===== src/rtl/imem_loader_if.sv =====
// Byte-stream input, instruction-memory write port and boot status of the program loader.
interface imem_loader_if #(
   parameter int WIDTH      = 32,
   parameter int ADDR_WIDTH = 10
);
   logic                  start;
   logic                  byte_valid;
   logic [7:0]            byte_data;
   logic                  byte_ready;
   logic                  imem_we;
   logic [ADDR_WIDTH-1:0] imem_addr;
   logic [WIDTH-1:0]      imem_wdata;
   logic                  cpu_hold;
   logic                  done;
   logic                  error;

   modport master (
      output start, byte_valid, byte_data,
      input  byte_ready, imem_we, imem_addr, imem_wdata, cpu_hold, done, error
   );

   modport slave (
      input  start, byte_valid, byte_data,
      output byte_ready, imem_we, imem_addr, imem_wdata, cpu_hold, done, error
   );
endinterface


===== src/rtl/imem_loader.sv =====
// Boot-time loader: parses a length/data/checksum byte frame, writes words into instruction
// memory and keeps the CPU in reset until the image checksum has been verified.
module imem_loader #(
   parameter int WIDTH      = 32,
   parameter int ADDR_WIDTH = 10,
   parameter int TIMEOUT    = 1000
) (
   input  logic          clk,
   input  logic          reset,
   imem_loader_if.slave  bus
);
   localparam int          DEPTH   = 2 ** ADDR_WIDTH;
   localparam int          IDLE_W  = $clog2(TIMEOUT + 1);
   localparam logic [16:0] DEPTH_L = 17'(DEPTH);

   typedef enum logic [2:0] {
      S_IDLE, S_LEN_LO, S_LEN_HI, S_DATA, S_CSUM, S_DONE, S_ERROR
   } state_t;

   state_t                r_state, w_next;
   logic [15:0]           r_len;
   logic [15:0]           r_wordCnt;
   logic [1:0]            r_byteIdx;
   logic [WIDTH-1:0]      r_word;
   logic [7:0]            r_csum;
   logic [IDLE_W-1:0]     r_idle;

   logic                  r_byteReady, r_we, r_done, r_error, r_hold;
   logic [ADDR_WIDTH-1:0] r_addr;
   logic [WIDTH-1:0]      r_wdata;

   logic                  w_xfer, w_receiving, w_nextReceiving, w_timeout, w_we, w_enterLen;
   logic [15:0]           w_lenFull;
   logic [WIDTH-1:0]      w_word;

   assign bus.byte_ready = r_byteReady;
   assign bus.imem_we    = r_we;
   assign bus.imem_addr  = r_addr;
   assign bus.imem_wdata = r_wdata;
   assign bus.cpu_hold   = r_hold;
   assign bus.done       = r_done;
   assign bus.error      = r_error;

   // Next-state decode; the idle timeout overrides any other transition.
   always_comb begin
      w_next          = r_state;
      w_word          = r_word;
      w_xfer          = bus.byte_valid & r_byteReady;
      w_lenFull       = {bus.byte_data, r_len[7:0]};
      w_receiving     = (r_state == S_LEN_LO) || (r_state == S_LEN_HI) ||
                        (r_state == S_DATA)   || (r_state == S_CSUM);
      w_timeout       = w_receiving && !w_xfer && (r_idle == IDLE_W'(TIMEOUT - 1));
      w_we            = (r_state == S_DATA) && w_xfer && (r_byteIdx == 2'd3);
      w_word[8*r_byteIdx +: 8] = bus.byte_data;

      case (r_state)
         S_IDLE:   if (bus.start) w_next = S_LEN_LO;
         S_LEN_LO: if (w_xfer) w_next = S_LEN_HI;
         S_LEN_HI: if (w_xfer) begin
            if ({1'b0, w_lenFull} > DEPTH_L) w_next = S_ERROR;
            else if (w_lenFull == 16'd0)     w_next = S_CSUM;
            else                             w_next = S_DATA;
         end
         S_DATA:   if (w_we && (r_wordCnt == r_len - 16'd1)) w_next = S_CSUM;
         S_CSUM:   if (w_xfer) w_next = (bus.byte_data == r_csum) ? S_DONE : S_ERROR;
         S_DONE:   if (bus.start) w_next = S_LEN_LO;
         S_ERROR:  if (bus.start) w_next = S_LEN_LO;
         default:  w_next = S_IDLE;
      endcase
      if (w_timeout) w_next = S_ERROR;

      w_nextReceiving = (w_next == S_LEN_LO) || (w_next == S_LEN_HI) ||
                        (w_next == S_DATA)   || (w_next == S_CSUM);
      w_enterLen      = (w_next == S_LEN_LO) && (r_state != S_LEN_LO);
   end

   // State and registered outputs, all derived from the upcoming state.
   always_ff @(posedge clk) begin
      if (reset) begin
         r_state     <= S_IDLE;
         r_byteReady <= 1'b0;
         r_we        <= 1'b0;
         r_addr      <= '0;
         r_wdata     <= '0;
         r_done      <= 1'b0;
         r_error     <= 1'b0;
         r_hold      <= 1'b1;
      end else begin
         r_state     <= w_next;
         r_byteReady <= w_nextReceiving;
         r_we        <= w_we;
         r_done      <= (w_next == S_DONE);
         r_error     <= (w_next == S_ERROR);
         r_hold      <= (w_next != S_DONE);
         if (w_we) begin
            r_addr  <= r_wordCnt[ADDR_WIDTH-1:0];
            r_wdata <= w_word;
         end
      end
   end

   // Frame datapath: length capture, word assembly, running checksum and idle counter.
   always_ff @(posedge clk) begin
      if (reset) begin
         r_len     <= '0;
         r_wordCnt <= '0;
         r_byteIdx <= '0;
         r_word    <= '0;
         r_csum    <= '0;
         r_idle    <= '0;
      end else if (w_enterLen) begin
         r_wordCnt <= '0;
         r_byteIdx <= '0;
         r_csum    <= '0;
         r_idle    <= '0;
      end else begin
         if (w_receiving) r_idle <= w_xfer ? '0 : r_idle + 1'b1;
         if (w_xfer) begin
            case (r_state)
               S_LEN_LO: r_len[7:0]  <= bus.byte_data;
               S_LEN_HI: r_len[15:8] <= bus.byte_data;
               S_DATA: begin
                  r_word    <= w_word;
                  r_csum    <= r_csum ^ bus.byte_data;
                  r_byteIdx <= r_byteIdx + 2'd1;
                  if (r_byteIdx == 2'd3) r_wordCnt <= r_wordCnt + 16'd1;
               end
               default: ;
            endcase
         end
      end
   end
endmodule

===== src/flat_wrapper.sv =====
// flat-port wrapper written by rule: the top's interface ports become plain ports
module imem_loader_flat 
#(
   parameter int WIDTH      = 32,
   parameter int ADDR_WIDTH = 10,
   parameter int TIMEOUT    = 1000
)
  (clk, reset, bus_start, bus_byte_valid, bus_byte_data, bus_byte_ready, bus_imem_we, bus_imem_addr, bus_imem_wdata, bus_cpu_hold, bus_done, bus_error);
  imem_loader_if #(.WIDTH(WIDTH), .ADDR_WIDTH(ADDR_WIDTH)) bus_i ();
  input  logic clk;
  input  logic reset;
  input wire logic [$bits(bus_i.start)-1:0] bus_start;
  input wire logic [$bits(bus_i.byte_valid)-1:0] bus_byte_valid;
  input wire logic [$bits(bus_i.byte_data)-1:0] bus_byte_data;
  output wire logic [$bits(bus_i.byte_ready)-1:0] bus_byte_ready;
  output wire logic [$bits(bus_i.imem_we)-1:0] bus_imem_we;
  output wire logic [$bits(bus_i.imem_addr)-1:0] bus_imem_addr;
  output wire logic [$bits(bus_i.imem_wdata)-1:0] bus_imem_wdata;
  output wire logic [$bits(bus_i.cpu_hold)-1:0] bus_cpu_hold;
  output wire logic [$bits(bus_i.done)-1:0] bus_done;
  output wire logic [$bits(bus_i.error)-1:0] bus_error;
  assign bus_i.start = bus_start;
  assign bus_i.byte_valid = bus_byte_valid;
  assign bus_i.byte_data = bus_byte_data;
  assign bus_byte_ready = bus_i.byte_ready;
  assign bus_imem_we = bus_i.imem_we;
  assign bus_imem_addr = bus_i.imem_addr;
  assign bus_imem_wdata = bus_i.imem_wdata;
  assign bus_cpu_hold = bus_i.cpu_hold;
  assign bus_done = bus_i.done;
  assign bus_error = bus_i.error;
  imem_loader #(.WIDTH(WIDTH), .ADDR_WIDTH(ADDR_WIDTH), .TIMEOUT(TIMEOUT)) u_core (.clk(clk), .reset(reset), .bus(bus_i));
endmodule

===== config.mk =====
export PLATFORM = sky130hd
export DESIGN_NAME = imem_loader_flat
export DESIGN_NICKNAME = d
export VERILOG_FILES = /design/src/rtl/imem_loader_if.sv /design/src/rtl/imem_loader.sv /design/src/flat_wrapper.sv
export SDC_FILE = /design/constraint.sdc
export NUM_CORES = 1
export LEC_CHECK = 0
export CAP_MARGIN = 5
export CORE_ASPECT_RATIO = 0.5
export CORE_UTILIZATION = 35
export CTS_BUF_LIST = sky130_fd_sc_hd__clkbuf_16
export DETAILED_ROUTE_END_ITERATION = 10
export GPL_TIMING_DRIVEN = 0
export SYNTH_ARGS = -nofsm -noshare
export SYNTH_HDL_FRONTEND = slang
export SYNTH_SLANG_ARGS = --single-unit

===== constraint.sdc =====
create_clock -name clk -period 3 [get_ports clk]
set_input_delay 0.45 -clock clk [delete_from_list [all_inputs] [get_ports clk]]
set_output_delay 0.45 -clock clk [all_outputs]
set_load 0.1 [all_outputs]

* Word-level counts from Yosys, hierarchy flattened
Cells that the tools add are included.
** Word-level totals
- Bits in registers :: 134
- Bits of input ports :: 12
- Output and inout bits :: 47
** Cells by class
- $add $sub $neg :: 5
- Order comparisons :: 1
- Equality and inequality tests :: 18
- Shifts and indexed selects :: 2
- Muxes and demuxes :: 12
- Bitwise logic cells :: 3
- Reductions and logical operators :: 22
** Operators by type and width (count)
- 5-bit negation with 34-bit output :: 1
- 8-bit by 34-bit variable shift with 32-bit output, first input constant :: 1
- 8-bit by 34-bit indexed part select with 32-bit output :: 1
- 32-bit bitwise mux :: 1
- 3-bit 2-to-1 mux :: 8
- 3-bit equality test, second input constant :: 6
- 16-bit by 1-bit adder with 16-bit output, second input constant :: 1
- 16-bit equality test :: 1
- 16-bit by 11-bit greater-than comparator with 1-bit output, second input constant :: 1
- 16-bit zero test :: 1
- 16-bit by 1-bit subtractor with 16-bit output, second input constant :: 1
- 3-bit one-hot mux with 5 select lines :: 1
- 3-bit by 2-bit equality test with 1-bit output, second input constant :: 4
- 3-bit AND reduction :: 4
- 10-bit by 1-bit adder with 10-bit output, second input constant :: 1
- 10-bit equality test, second input constant :: 1
- 10-bit 2-to-1 mux :: 1
- 8-bit equality test :: 1
- 8-bit bitwise XOR :: 1
- 3-bit by 1-bit equality test with 1-bit output, second input constant :: 2
- 1-bit logical AND :: 6
- 1-bit logical OR :: 6
- 3-bit zero test :: 1
- 3-bit by 1-bit != test with 1-bit output, second input constant :: 1
- other kinds (10) :: 10

* Depth between registers and ports, before layout
Gate-level depths: netlist (run 1).
- Depth after elaboration :: 11
- Depth in mapped cells :: 11
- Gate-level depth less buffers :: 9

* Worst setup path after synthesis (run 1)
OpenSTA, ideal clock, no wires.
- Path kind :: register to register
- Start point :: reg u_core.r_byteReady (netlist: u_core.bus.byte_ready)
- End point :: reg u_core.r_byteIdx[0]
- Library setup time :: 0.115 ns
- Arrival :: 2.947 ns
- Required time :: 2.885 ns
- Path slack :: -0.063 ns
- Stages on the path, launching flop included :: 10
- Path buffers :: 2
- Period minus slack after synthesis :: 3.063 ns
- Path through :: dfxtp_1 -> nand2_1 -> clkbuf_1 -> or4_4 -> o21ai_2 -> a2bb2oi_2 -> o221ai_2 -> o41ai_4 -> buf_6 -> nor2_2
** Between the ends
- Cells in the longest elaborated chain, start to end :: 10
** RTL lines
- start, declared :: RTL line imem_loader.sv:28 : logic r_byteReady, r_we, r_done, r_error, r_hold;
- start signal, assigned :: RTL line imem_loader.sv:90 : r_byteReady <= w_nextReceiving;
- 1-bit AND * :: RTL line imem_loader.sv:48 : w_xfer = bus.byte_valid & r_byteReady;
- 1-bit logical AND (2 in series) :: RTL line imem_loader.sv:53 : w_we = (r_state == S_DATA) && w_xfer && (r_byteIdx == 2'd3);
- 1-bit logical AND :: RTL line imem_loader.sv:64 : S_DATA: if (w_we && (r_wordCnt == r_len - 16'd1)) w_next = S_CSUM;
- 3-bit 2-to-1 mux :: RTL line imem_loader.sv:64
- 3-bit one-hot mux with 5 select lines :: RTL line imem_loader.sv:56 : case (r_state)
- 3-bit 2-to-1 mux :: RTL line imem_loader.sv:70 : if (w_timeout) w_next = S_ERROR;
- 3-bit by 1-bit equality test with 1-bit output :: RTL line imem_loader.sv:74 : w_enterLen = (w_next == S_LEN_LO) && (r_state != S_LEN_LO);
- 1-bit logical AND :: RTL line imem_loader.sv:74
- 2-bit OR reduction (no source line)
- end signal, assigned :: RTL line imem_loader.sv:125 : r_byteIdx <= r_byteIdx + 2'd1;
- end, declared :: RTL line imem_loader.sv:23 : logic [1:0] r_byteIdx;
Mark *: on every way between the ends. The rest lies on a longest branch, timed or not.
A chain may end at the register's enable or synchronous reset.

* Worst setup path in the final report (run 1)
- Start point :: reg u_core.r_state[1]
- End point :: reg u_core.r_wordCnt[13]
** Between the ends
- Cells in the longest elaborated chain, start to end :: 10
** RTL lines
- start, declared :: RTL line imem_loader.sv:20 : state_t r_state, w_next;
- start signal, assigned :: RTL line imem_loader.sv:89 : r_state <= w_next;
- 3-bit by 2-bit equality test with 1-bit output (tied with other cells)
- 1-bit logical AND or 1-bit logical OR (tied branches) (2 in series) :: RTL line imem_loader.sv:53, imem_loader.sv:50
- 1-bit logical AND or 1-bit logical OR (tied branches) :: RTL line imem_loader.sv:64, imem_loader.sv:51
- 3-bit 2-to-1 mux or 1-bit logical AND (tied branches) :: RTL line imem_loader.sv:64, imem_loader.sv:52
- 3-bit one-hot mux with 5 select lines or 1-bit logical AND (tied branches) :: RTL line imem_loader.sv:56, imem_loader.sv:52
- 3-bit 2-to-1 mux :: RTL line imem_loader.sv:70
- 3-bit by 1-bit equality test with 1-bit output :: RTL line imem_loader.sv:74
- 1-bit logical AND :: RTL line imem_loader.sv:74
- 2-bit OR reduction (no source line)
- end signal, assigned :: RTL line imem_loader.sv:126 : if (r_byteIdx == 2'd3) r_wordCnt <= r_wordCnt + 16'd1;
- end, declared :: RTL line imem_loader.sv:22 : logic [15:0] r_wordCnt;
Parallel ways exist; a longest one is shown, timed or not.

==> impl_metrics.env, run 1 <==
export IMPL_vias_per_cell=5.156
export IMPL_drive_above_1_share_pct=11.40
export IMPL_fmax_mhz=354.2
export IMPL_synth_edf_count=0
export IMPL_synth_cell_types=55
export IMPL_skew_ns=0.01280
export IMPL_cts_root_buf="clkbuf_16"
export IMPL_worstMarginPinSlew_ns=0.9853
export IMPL_die_area_mm2=0.01763
export IMPL_wl_per_cell_um=15.86
export IMPL_place_ws_ns=-0.8344
export IMPL_p_leak_uw=0.002602
export IMPL_yosys_register_bits=126
export IMPL_rsz0062_at_grt="no"
export IMPL_final_max_slew_viol_count=0
export IMPL_period_needed_ns=2.824
export IMPL_syn_inst=720
export IMPL_required_ns=3.31
export IMPL_num_rows=33
export IMPL_dr_pass1_iters=7
export IMPL_cts_sinks=126
export IMPL_ys_seq_area_share_pct=42.21
export IMPL_placed_cells=1000
export IMPL_port_buffers=52
export IMPL_end_kind="flip-flop"
export IMPL_drt_iter0_drc=332
export IMPL_grt_pass1_wl_um=26520
export IMPL_cts_tree="yes"
export IMPL_fin_crit_sh_pct=94.12
export IMPL_cp_start_kind="flip-flop"
export IMPL_ff_latch_area_mm2=0.002524
export IMPL_pin_count=59
export IMPL_powerDensity_mw_per_mm2=568.7
export IMPL_drc=0
export IMPL_drv_cap=0
export IMPL_num_vias=5331
export IMPL_setup_ws_ns=0.1764
export IMPL_htreeDepth=4
export IMPL_grt_max_degree=17
export IMPL_die_w_um=186.8
export IMPL_diodes=0
export IMPL_dp_hpwl_um=11360
export IMPL_grt_pass1_vias=4969
export IMPL_ir_drop_uv=426.5
export IMPL_setup_violations=0
export IMPL_synth_area_per_cell_um2=8.300
export IMPL_status="finished, final reports clean"
export IMPL_place_gp_congestion=0.8905
export IMPL_synth_async_reset_ratio_pct=0
export IMPL_path_class="reg -> reg"
export IMPL_whs_ns=0.3500
export IMPL_syn_to_final_growth_pct=24.87
export IMPL_grt_overflow_total=0
export IMPL_antenna_found_initial=0
export IMPL_worstPathMaxFanout=10
export IMPL_grt_usage_pct=19.23
export IMPL_ant_nets=0
export IMPL_coreArea_mm2=0.01652
export IMPL_ys_warn_count=0
export IMPL_cts_max_path_buffers=2
export IMPL_start_util_pct=36.18
export IMPL_post_route_util_pct=45.18
export IMPL_syn_nets=740
export IMPL_synthFlopType="dfxtp_1"
export IMPL_drt_total_wl_um=16400
export IMPL_finalNetCount=814
export IMPL_die_h_um=94.40
export IMPL_numCtsBuffers=17
export IMPL_hold_viol_final=0
export IMPL_multiInputGateArea_mm2=0.003181
export IMPL_final_cells=1034
export IMPL_slew_headroom_pct=34.11
export IMPL_holdCritPathClass="in -> reg"
export IMPL_holdBufCountCts=0
export IMPL_fill_cells=1615
export IMPL_arrival_ns=3.13
export IMPL_clk_pin_slew_ns=0.06
export IMPL_worstSkewPairLatency_ns=0.42
export IMPL_synth_cell_area_mm2=0.005976
report_power, final:
group / leakage, uW / switching [uW] / internal (uW) / total [uW]
clock: 0.000310 / 833 / 1410 / 2240
sequential: 0.00102 / 10.9 / 1680 / 1700
combinational: 0.00128 / 210 / 97.9 / 308
worst max-delay path, cell delays in order (launching register included):
cell	delay (ns)
dfxtp_1	0.31
clkbuf_1	0.32
nand3b_1	0.32
nor2_1	0.29
clkbuf_1	0.42
nand4_1	0.33
nor2_1	0.31
nand4_1	0.16
xor2_1	0.22
nor2_2	0.04
through the flow:
stage	total power (uW)	TNS (ns)	instance area, um^2
6_report	4244	0	7462
5_1_grt	4387	0	7462
4_1_cts	4264	0	7445
3_5_place_dp	2026	-28.92	6787
3_3_place_gp	2025	-27.48	6782
2_1_floorplan	1936	0	5977
area by class of cell:
cell class / count / share of cell area [%]
Clock inverter: 15 / 2.783
Timing Repair Buffer: 56 / 7.311
Inverter: 16 / 0.8048
Tap cell: 227 / 3.806
Multi-Input combinational cell: 527 / 42.62
Buffer: 50 / 3.152
Clock buffer: 17 / 5.701
Sequential cell: 126 / 33.82
cells in the final DEF (no fill, tap or decap), types with 6 or more instances in the layout:
master           count
nor2_1              85
inv_1               17
mux2i_1              7
clkbuf_1            34
a21oi_1             66
nand3_1             27
clkbuf_16           17
ha_1                 7
xor2_1              40
nor2b_1             25
nor2_2              30
and3_1               9
xnor2_1             14
a211oi_1            50
dfxtp_1            125
inv_6                6
nand2_1             70
o21ai_0             14
clkdlybuf4s50_1     52
nor3_1              11
nand4_1             15
path summary, 6_finish.rpt:
kind	slack [ns]	cells after the start	from	endpoint
max	0.18	9	u_core.r_state[1]$_SDFF_PP0_	u_core.r_wordCnt[13]$_SDFFE_PP0P_
min	0.35	3	bus_byte_data[5]	u_core.r_len[5]$_SDFFE_PP0P_
max reg2reg	0.18	9	u_core.r_state[1]$_SDFF_PP0_	u_core.r_wordCnt[13]$_SDFFE_PP0P_
min reg2reg	0.45	2	u_core.bus.imem_addr[8]$_SDFFE_PP0P_	u_core.bus.imem_addr[8]$_SDFFE_PP0P_
per-layer routing:
metal	vias to the layer above	part of all wire [%]	global-route usage (%)
met5	-	0	0
met4	0	1.6	6.967
met3	27	4.4	4.348
met2	106	44	29.79
met1	2557	50	26.28
li1	2641	-	-
logic make-up (layout without fill, tap and decap cells):
logic type | count (synthesis) | in the layout | synth area share (%)
muxes | 7 | 7 | 1.173
xor gates and xnor gates | 54 | 54 | 7.915
AOI/OAI and AO/OA | 152 | 152 | 16.54
buffers and inverters | 67 | 154 | 4.920
adders and majority gates | 9 | 9 | 1.843
DFF | 126 | 126 | 42.21
and+or+nand+nor | 305 | 305 | 25.40
Yosys cell counts (all sizes together) (3+ instances only):
cell type	count	share of area, %
nor2b	26	2.7
o21ai	16	1.4
nor4	5	0.63
ha	8	1.7
buf	12	1.5
and2	3	0.31
a21oi	66	5.5
mux2i	7	1.2
and4	4	0.59
clkbuf	39	2.4
nor2	115	8.5
a211oi	50	6.3
or4	3	0.50
inv	16	1.0
nand4	15	1.6
dfxtp	126	42
nand2	70	4.4
nor3b	4	0.50
xor2	40	5.9
or2	3	0.31
a31oi	3	0.31
xnor2	14	2.1
nand3	27	2.3
nor3	12	1.0
and3	9	0.94
state kept, by name (all words and copies together) (netlist names), 2 cells and up:
signal / cells
u_core.bus.imem_addr: 10
u_core.bus.imem_wdata: 32
u_core.r_byteIdx: 2
u_core.r_csum: 8
u_core.r_idle: 10
u_core.r_len: 16
u_core.r_state: 3
u_core.r_word: 24
u_core.r_wordCnt: 16
what timing repair did:
action	4_1_cts	5_1_grt
endpoints found under the setup margin	42	51
buffers inserted	2	0
resized for setup	4	10
pin swaps	1	0
Power figures use the tool's default switching activity.
==> run 2: changes to the inputs <==
Settings changed: MAX_ROUTING_LAYER set to met4.
==> impl_metrics.env, run 2 (same netlist as run 1, synthesis figures left out) <==
export IMPL_wl_per_cell_um=15.87
export IMPL_cts_sinks=126
export IMPL_ant_nets=0
export IMPL_drc=0
export IMPL_worstSkewPairLatency_ns=0.42
export IMPL_hold_viol_final=0
export IMPL_finalNetCount=815
export IMPL_drt_iter0_drc=351
export IMPL_holdCritPathClass="in -> reg"
export IMPL_num_vias=5360
export IMPL_ir_drop_uv=394.8
export IMPL_fmax_mhz=346.8
export IMPL_clk_pin_slew_ns=0.06
export IMPL_crit_slowest_cell="a2111oi_2"
export IMPL_layout_commonest_cell="dfxtp_1"
export IMPL_htreeDepth=4
export IMPL_drive_above_1_share_pct=11.52
export IMPL_skew_ns=0.01025
export IMPL_holdBufCountCts=0
export IMPL_port_buffers=52
export IMPL_worstMarginPinSlew_ns=0.9792
export IMPL_r2r_end="u_core.bus.cpu_hold$_SDFF_PP1_"
export IMPL_slowest_delay_ns=0.42
export IMPL_grt_max_degree=17
export IMPL_cp_cell_sequence="inv_1 -> ha_1 -> nor2b_4 -> nand4_1 -> xnor2_1 -> a2111oi_2 -> and4_1 -> o21ai_0 -> or2_1"
export IMPL_reg2reg_from="u_core.r_len[0]$_SDFFE_PP0P_"
export IMPL_crit_start="u_core.r_len[0]$_SDFFE_PP0P_"
export IMPL_drt_total_wl_um=16410
export IMPL_powerDensity_mw_per_mm2=560.1
export IMPL_period_needed_ns=2.884
export IMPL_slew_headroom_pct=34.51
export IMPL_post_route_util_pct=45.06
export IMPL_required_ns=3.30
export IMPL_grt_overflow_total=0
export IMPL_final_max_slew_viol_count=0
export IMPL_critPathCapture="u_core.bus.cpu_hold$_SDFF_PP1_"
export IMPL_grt_usage_pct=19.77
export IMPL_vias_per_cell=5.184
export IMPL_diodes=0
export IMPL_hold_depth=3
export IMPL_pin_count=59
export IMPL_num_rows=33
export IMPL_end_kind="flip-flop"
export IMPL_die_area_mm2=0.01763
export IMPL_placed_cells=1000
export IMPL_die_h_um=94.40
export IMPL_p_leak_uw=0.002590
export IMPL_largest_register_ffs=32
export IMPL_cts_max_path_buffers=2
export IMPL_grt_pass1_wl_um=26580
export IMPL_path_class="reg -> reg"
export IMPL_r2r_slack_ns=0.12
export IMPL_setup_tns_final_ns=0
export IMPL_setup_violations=0
export IMPL_worstPathMaxFanout=8
export IMPL_cp_start_kind="flip-flop"
export IMPL_status="finished, final reports clean"
export IMPL_cts_root_buf="clkbuf_16"
export IMPL_final_cell_mix="125 x dfxtp_1, 85 x nor2_1, 70 x nand2_1, 66 x a21oi_1, 52 x clkdlybuf4s50_1"
export IMPL_start_util_pct=36.18
export IMPL_coreArea_mm2=0.01652
export IMPL_syn_to_final_growth_pct=24.54
export IMPL_die_w_um=186.8
export IMPL_grt_pass1_vias=5068
export IMPL_dp_hpwl_um=11490
export IMPL_final_cells=1034
export IMPL_cts_tree="yes"
export IMPL_antenna_found_initial=0
export IMPL_reg2reg_depth=9
export IMPL_fin_crit_sh_pct=96.12
export IMPL_numCtsBuffers=17
export IMPL_drv_cap=0
export IMPL_dr_pass1_iters=5
export IMPL_arrival_ns=3.19
export IMPL_place_gp_congestion=0.8849
## run 2: what timing repair did
item                                    CTS  global route
endpoints found under the setup margin   41            48
pin swaps                                 1             0
resized for setup                         4             8
cloned                                    0             0
buffers inserted                          3             0
## run 2: worst min-delay path by stage
stage | from | end | slack [ns]
after floorplan | u_core.r_idle[1]$_SDFFE_PP0N_ | u_core.r_idle[1]$_SDFFE_PP0N_ | 0.44
after CTS | bus_byte_data[5] | u_core.r_len[5]$_SDFFE_PP0P_ | 0.34
after detailed placement | u_core.bus.imem_addr[5]$_SDFFE_PP0P_ | u_core.bus.imem_addr[5]$_SDFFE_PP0P_ | 0.45
after global placement | u_core.bus.imem_addr[8]$_SDFFE_PP0P_ | u_core.bus.imem_addr[8]$_SDFFE_PP0P_ | 0.44
final | bus_byte_data[5] | u_core.r_len[5]$_SDFFE_PP0P_ | 0.35
after global routing | bus_byte_data[5] | u_core.bus.imem_wdata[29]$_SDFFE_PP0P_ | 0.35
## run 2: layout make-up
cell class,count,area [um^2]
flip-flops and latches,126,2524
fillers,1628,9074
inverters,16,60.06
repair buffers,57,553.0
multi-input cells,527,3178
clock inverters,14,182.7
well taps,227,284.0
plain buffers,50,235.2
clock buffers,17,425.4
## run 2: layer usage
layer,GRT usage [%],part of all wire [%]
met1,25.88,50
met2,31.22,44
met3,3.753,4.3
met4,5.669,1.1
met5,-,0
## run 2: power breakdown
part / internal, uW / leakage [uW] / switching [uW]
Clock: 1320 / 0.000293 / 838
Combinational: 99.9 / 0.00128 / 213
Sequential: 1680 / 0.00102 / 10.7
Total: 3110 / 0.00259 / 1060
## run 2: metrics by stage
step | hold WS [ns] | cell area [um^2] | power (uW) | worst slack (ns)
floorplan | 0.4443 | 5977 | 1936 | 0.2383
CTS | 0.3363 | 7427 | 4184 | 0.002231
global route | 0.3546 | 7442 | 4297 | -0.02625
detailed placement | 0.4505 | 6787 | 2027 | -0.8222
global placement | 0.4446 | 6782 | 2025 | -0.8370
finish | 0.3454 | 7442 | 4169 | 0.1164
## run 2: worst max-delay path, delay by kind of cell (launching register included)
| kind | cells | cell delay (ns) |
|---|---|---|
| buf+inv | 1 | 0.08 |
| xor+xnor | 1 | 0.18 |
| simple gates | 4 | 1.12 |
| flops | 1 | 0.37 |
| compound gates | 2 | 0.69 |
| fa+ha+maj | 1 | 0.33 |
==> run 3: changes to the inputs <==
Settings changed: CORE_UTILIZATION 35 to 57, PLACE_DENSITY set to 0.8.
==> impl_metrics.env, run 3 (same netlist as run 1, synthesis figures left out) <==
export IMPL_die_area_mm2=0.01092
export IMPL_grt_pass1_vias=5123
export IMPL_p_comb_share_pct=7.6
export IMPL_drive_above_1_share_pct=12.27
export IMPL_post_route_util_pct=74.99
export IMPL_final_cell_mix="125 x dfxtp_1, 85 x nor2_1, 70 x nand2_1, 66 x a21oi_1, 52 x clkdlybuf4s50_1"
export IMPL_netSwitchingFraction_pct=26.22
export IMPL_finalNetCount=814
export IMPL_grt_usage_pct=31.29
export IMPL_final_cell_area_mm2=0.007342
export IMPL_holdBufCountCts=0
export IMPL_drt_iter0_drc=455
export IMPL_wl_per_cell_um=16.82
export IMPL_final_max_slew_viol_count=0
export IMPL_skew_ns=0.007816
export IMPL_numCtsBuffers=17
export IMPL_cts_tree="yes"
export IMPL_cts_root_buf="clkbuf_16"
export IMPL_slew_headroom_pct=33.42
export IMPL_largest_register_ffs=32
export IMPL_port_buffers=52
export IMPL_num_rows=25
export IMPL_worstSkewPairLatency_ns=0.42
export IMPL_dp_hpwl_um=10590
export IMPL_die_h_um=74.40
export IMPL_num_vias=5479
export IMPL_grt_pass1_wl_um=25730
export IMPL_drt_total_wl_um=15840
export IMPL_seq_power_share_pct=41.1
export IMPL_worstPathMaxFanout=10
export IMPL_start_util_pct=61.04
export IMPL_placed_cell_area_mm2=0.006676
export IMPL_antenna_found_initial=0
export IMPL_powerDensity_mw_per_mm2=561.1
export IMPL_cts_max_path_buffers=2
export IMPL_internal_power_uw=3040
export IMPL_end_kind="flip-flop"
export IMPL_htreeDepth=4
export IMPL_layout_commonest_cell="dfxtp_1"
export IMPL_worstMarginPinSlew_ns=0.9956
export IMPL_diodes=0
export IMPL_syn_to_final_growth_pct=22.86
export IMPL_place_gp_congestion=0.9455
export IMPL_dr_pass1_iters=5
export IMPL_fill_cells=706
export IMPL_clk_pin_slew_ns=0.06
export IMPL_path_class="in -> reg"
export IMPL_holdCritPathClass="in -> reg"
export IMPL_pin_count=59
export IMPL_cts_sinks=126
export IMPL_total_power_uw=4120
export IMPL_drc=0
export IMPL_period_needed_ns=2.849
export IMPL_grt_max_degree=17
export IMPL_drv_cap=0
export IMPL_p_leak_uw=0.002592
export IMPL_power_switching_uw=1080
export IMPL_cp_start_kind="primary input"
export IMPL_ant_nets=0
export IMPL_setup_violations=0
export IMPL_status="finished, final reports clean"
export IMPL_hold_viol_final=0
export IMPL_clkPwrFrac_pct=51.3
export IMPL_grt_overflow_total=0
export IMPL_die_w_um=146.8
export IMPL_vias_per_cell=5.816
export IMPL_setup_tns_final_ns=0
export IMPL_ir_drop_uv=384.9
export IMPL_fmax_mhz=351.0
export IMPL_fin_crit_sh_pct=94.97
export IMPL_required_ns=3.31
export IMPL_final_cells=942
export IMPL_placed_cells=908
export IMPL_arrival_ns=3.16
export IMPL_rsz0062_at_grt="no"
export IMPL_coreArea_mm2=0.009791
run 3: cell types whose count changed in the layout (fill, tap and decap cells not counted), sizes merged:
| cell | previous run | this run |
|---|---|---|
| bufinv | 3 | 2 |
| buf | 16 | 15 |
| inv | 23 | 25 |
| clkbuf | 56 | 55 |
| clkdlybuf4s18 | 0 | 1 |
run 3: routing by layer:
metal	vias to the layer above	routed length [um]	track usage (%)	part of all wire, %
met2	176	7061	48.60	45
li1	2639	-	-	-
met3	38	1031	5.767	6.5
met1	2626	7435	40.58	47
met4	0	314	12.96	2.0
met5	-	0	-	0
run 3: what timing repair did:
action                     in CTS  in global routing
gates resized for setup         6                 13
pin swaps                       1                  0
setup endpoints to repair      42                 50
setup buffers                   3                  0
run 3: critical path, stage by stage:
cell and delay [ns]:
clkdlybuf4s50_1 0.52, nand2_1 0.11, clkbuf_2 0.24, or4_4 0.52, o21ai_2 0.13, a2bb2oi_2 0.19
o221ai_2 0.16, o41ai_4 0.36, buf_4 0.21, buf_6 0.19, nor2_2 0.06
run 3: power groups by stage:
stage	registers, uW	clock network [uW]	logic [uW]
floorplan	1740	0	193
finish	1690	2110	312
global placement	1730	0	284
detailed placement	1730	0	286
CTS	1690	2120	302
global route	1690	2200	331
run 3: layout make-up:
type / count / area (um^2) / share of cell area, %
plain buffers: 50 / 236.5 / 3.221
clock buffers: 17 / 425.4 / 5.794
clock inverters: 15 / 175.2 / 2.386
inverters: 16 / 60.06 / 0.8180
multi-input cells: 527 / 3199 / 43.58
flip-flops and latches: 126 / 2524 / 34.37
well taps: 135 / 168.9 / 2.301
repair buffers: 56 / 553.0 / 7.532
run 3: through the flow:
| stage | setup WS [ns] | hold slack, ns |
|---|---|---|
| after floorplan | 0.2383 | 0.4443 |
| after global placement | -0.6803 | 0.4425 |
| after detailed placement | -0.6951 | 0.4461 |
| after CTS | 0.01842 | 0.3319 |
| after global routing | 0.01020 | 0.3346 |
| final | 0.1510 | 0.3437 |
run 3: worst paths after layout:
kind,startpoint,end,slack (ns),depth (start not counted)
setup / recovery,bus_byte_valid,u_core.r_wordCnt[2]$_SDFFE_PP0P_,0.15,11
hold / removal,bus_byte_data[4],u_core.bus.imem_wdata[28]$_SDFFE_PP0P_,0.34,3
setup reg to reg,u_core.r_state[1]$_SDFF_PP0_,u_core.r_idle[6]$_SDFFE_PP0N_,0.17,10
hold reg to reg,u_core.bus.imem_addr[5]$_SDFFE_PP0P_,u_core.bus.imem_addr[5]$_SDFFE_PP0P_,0.45,2
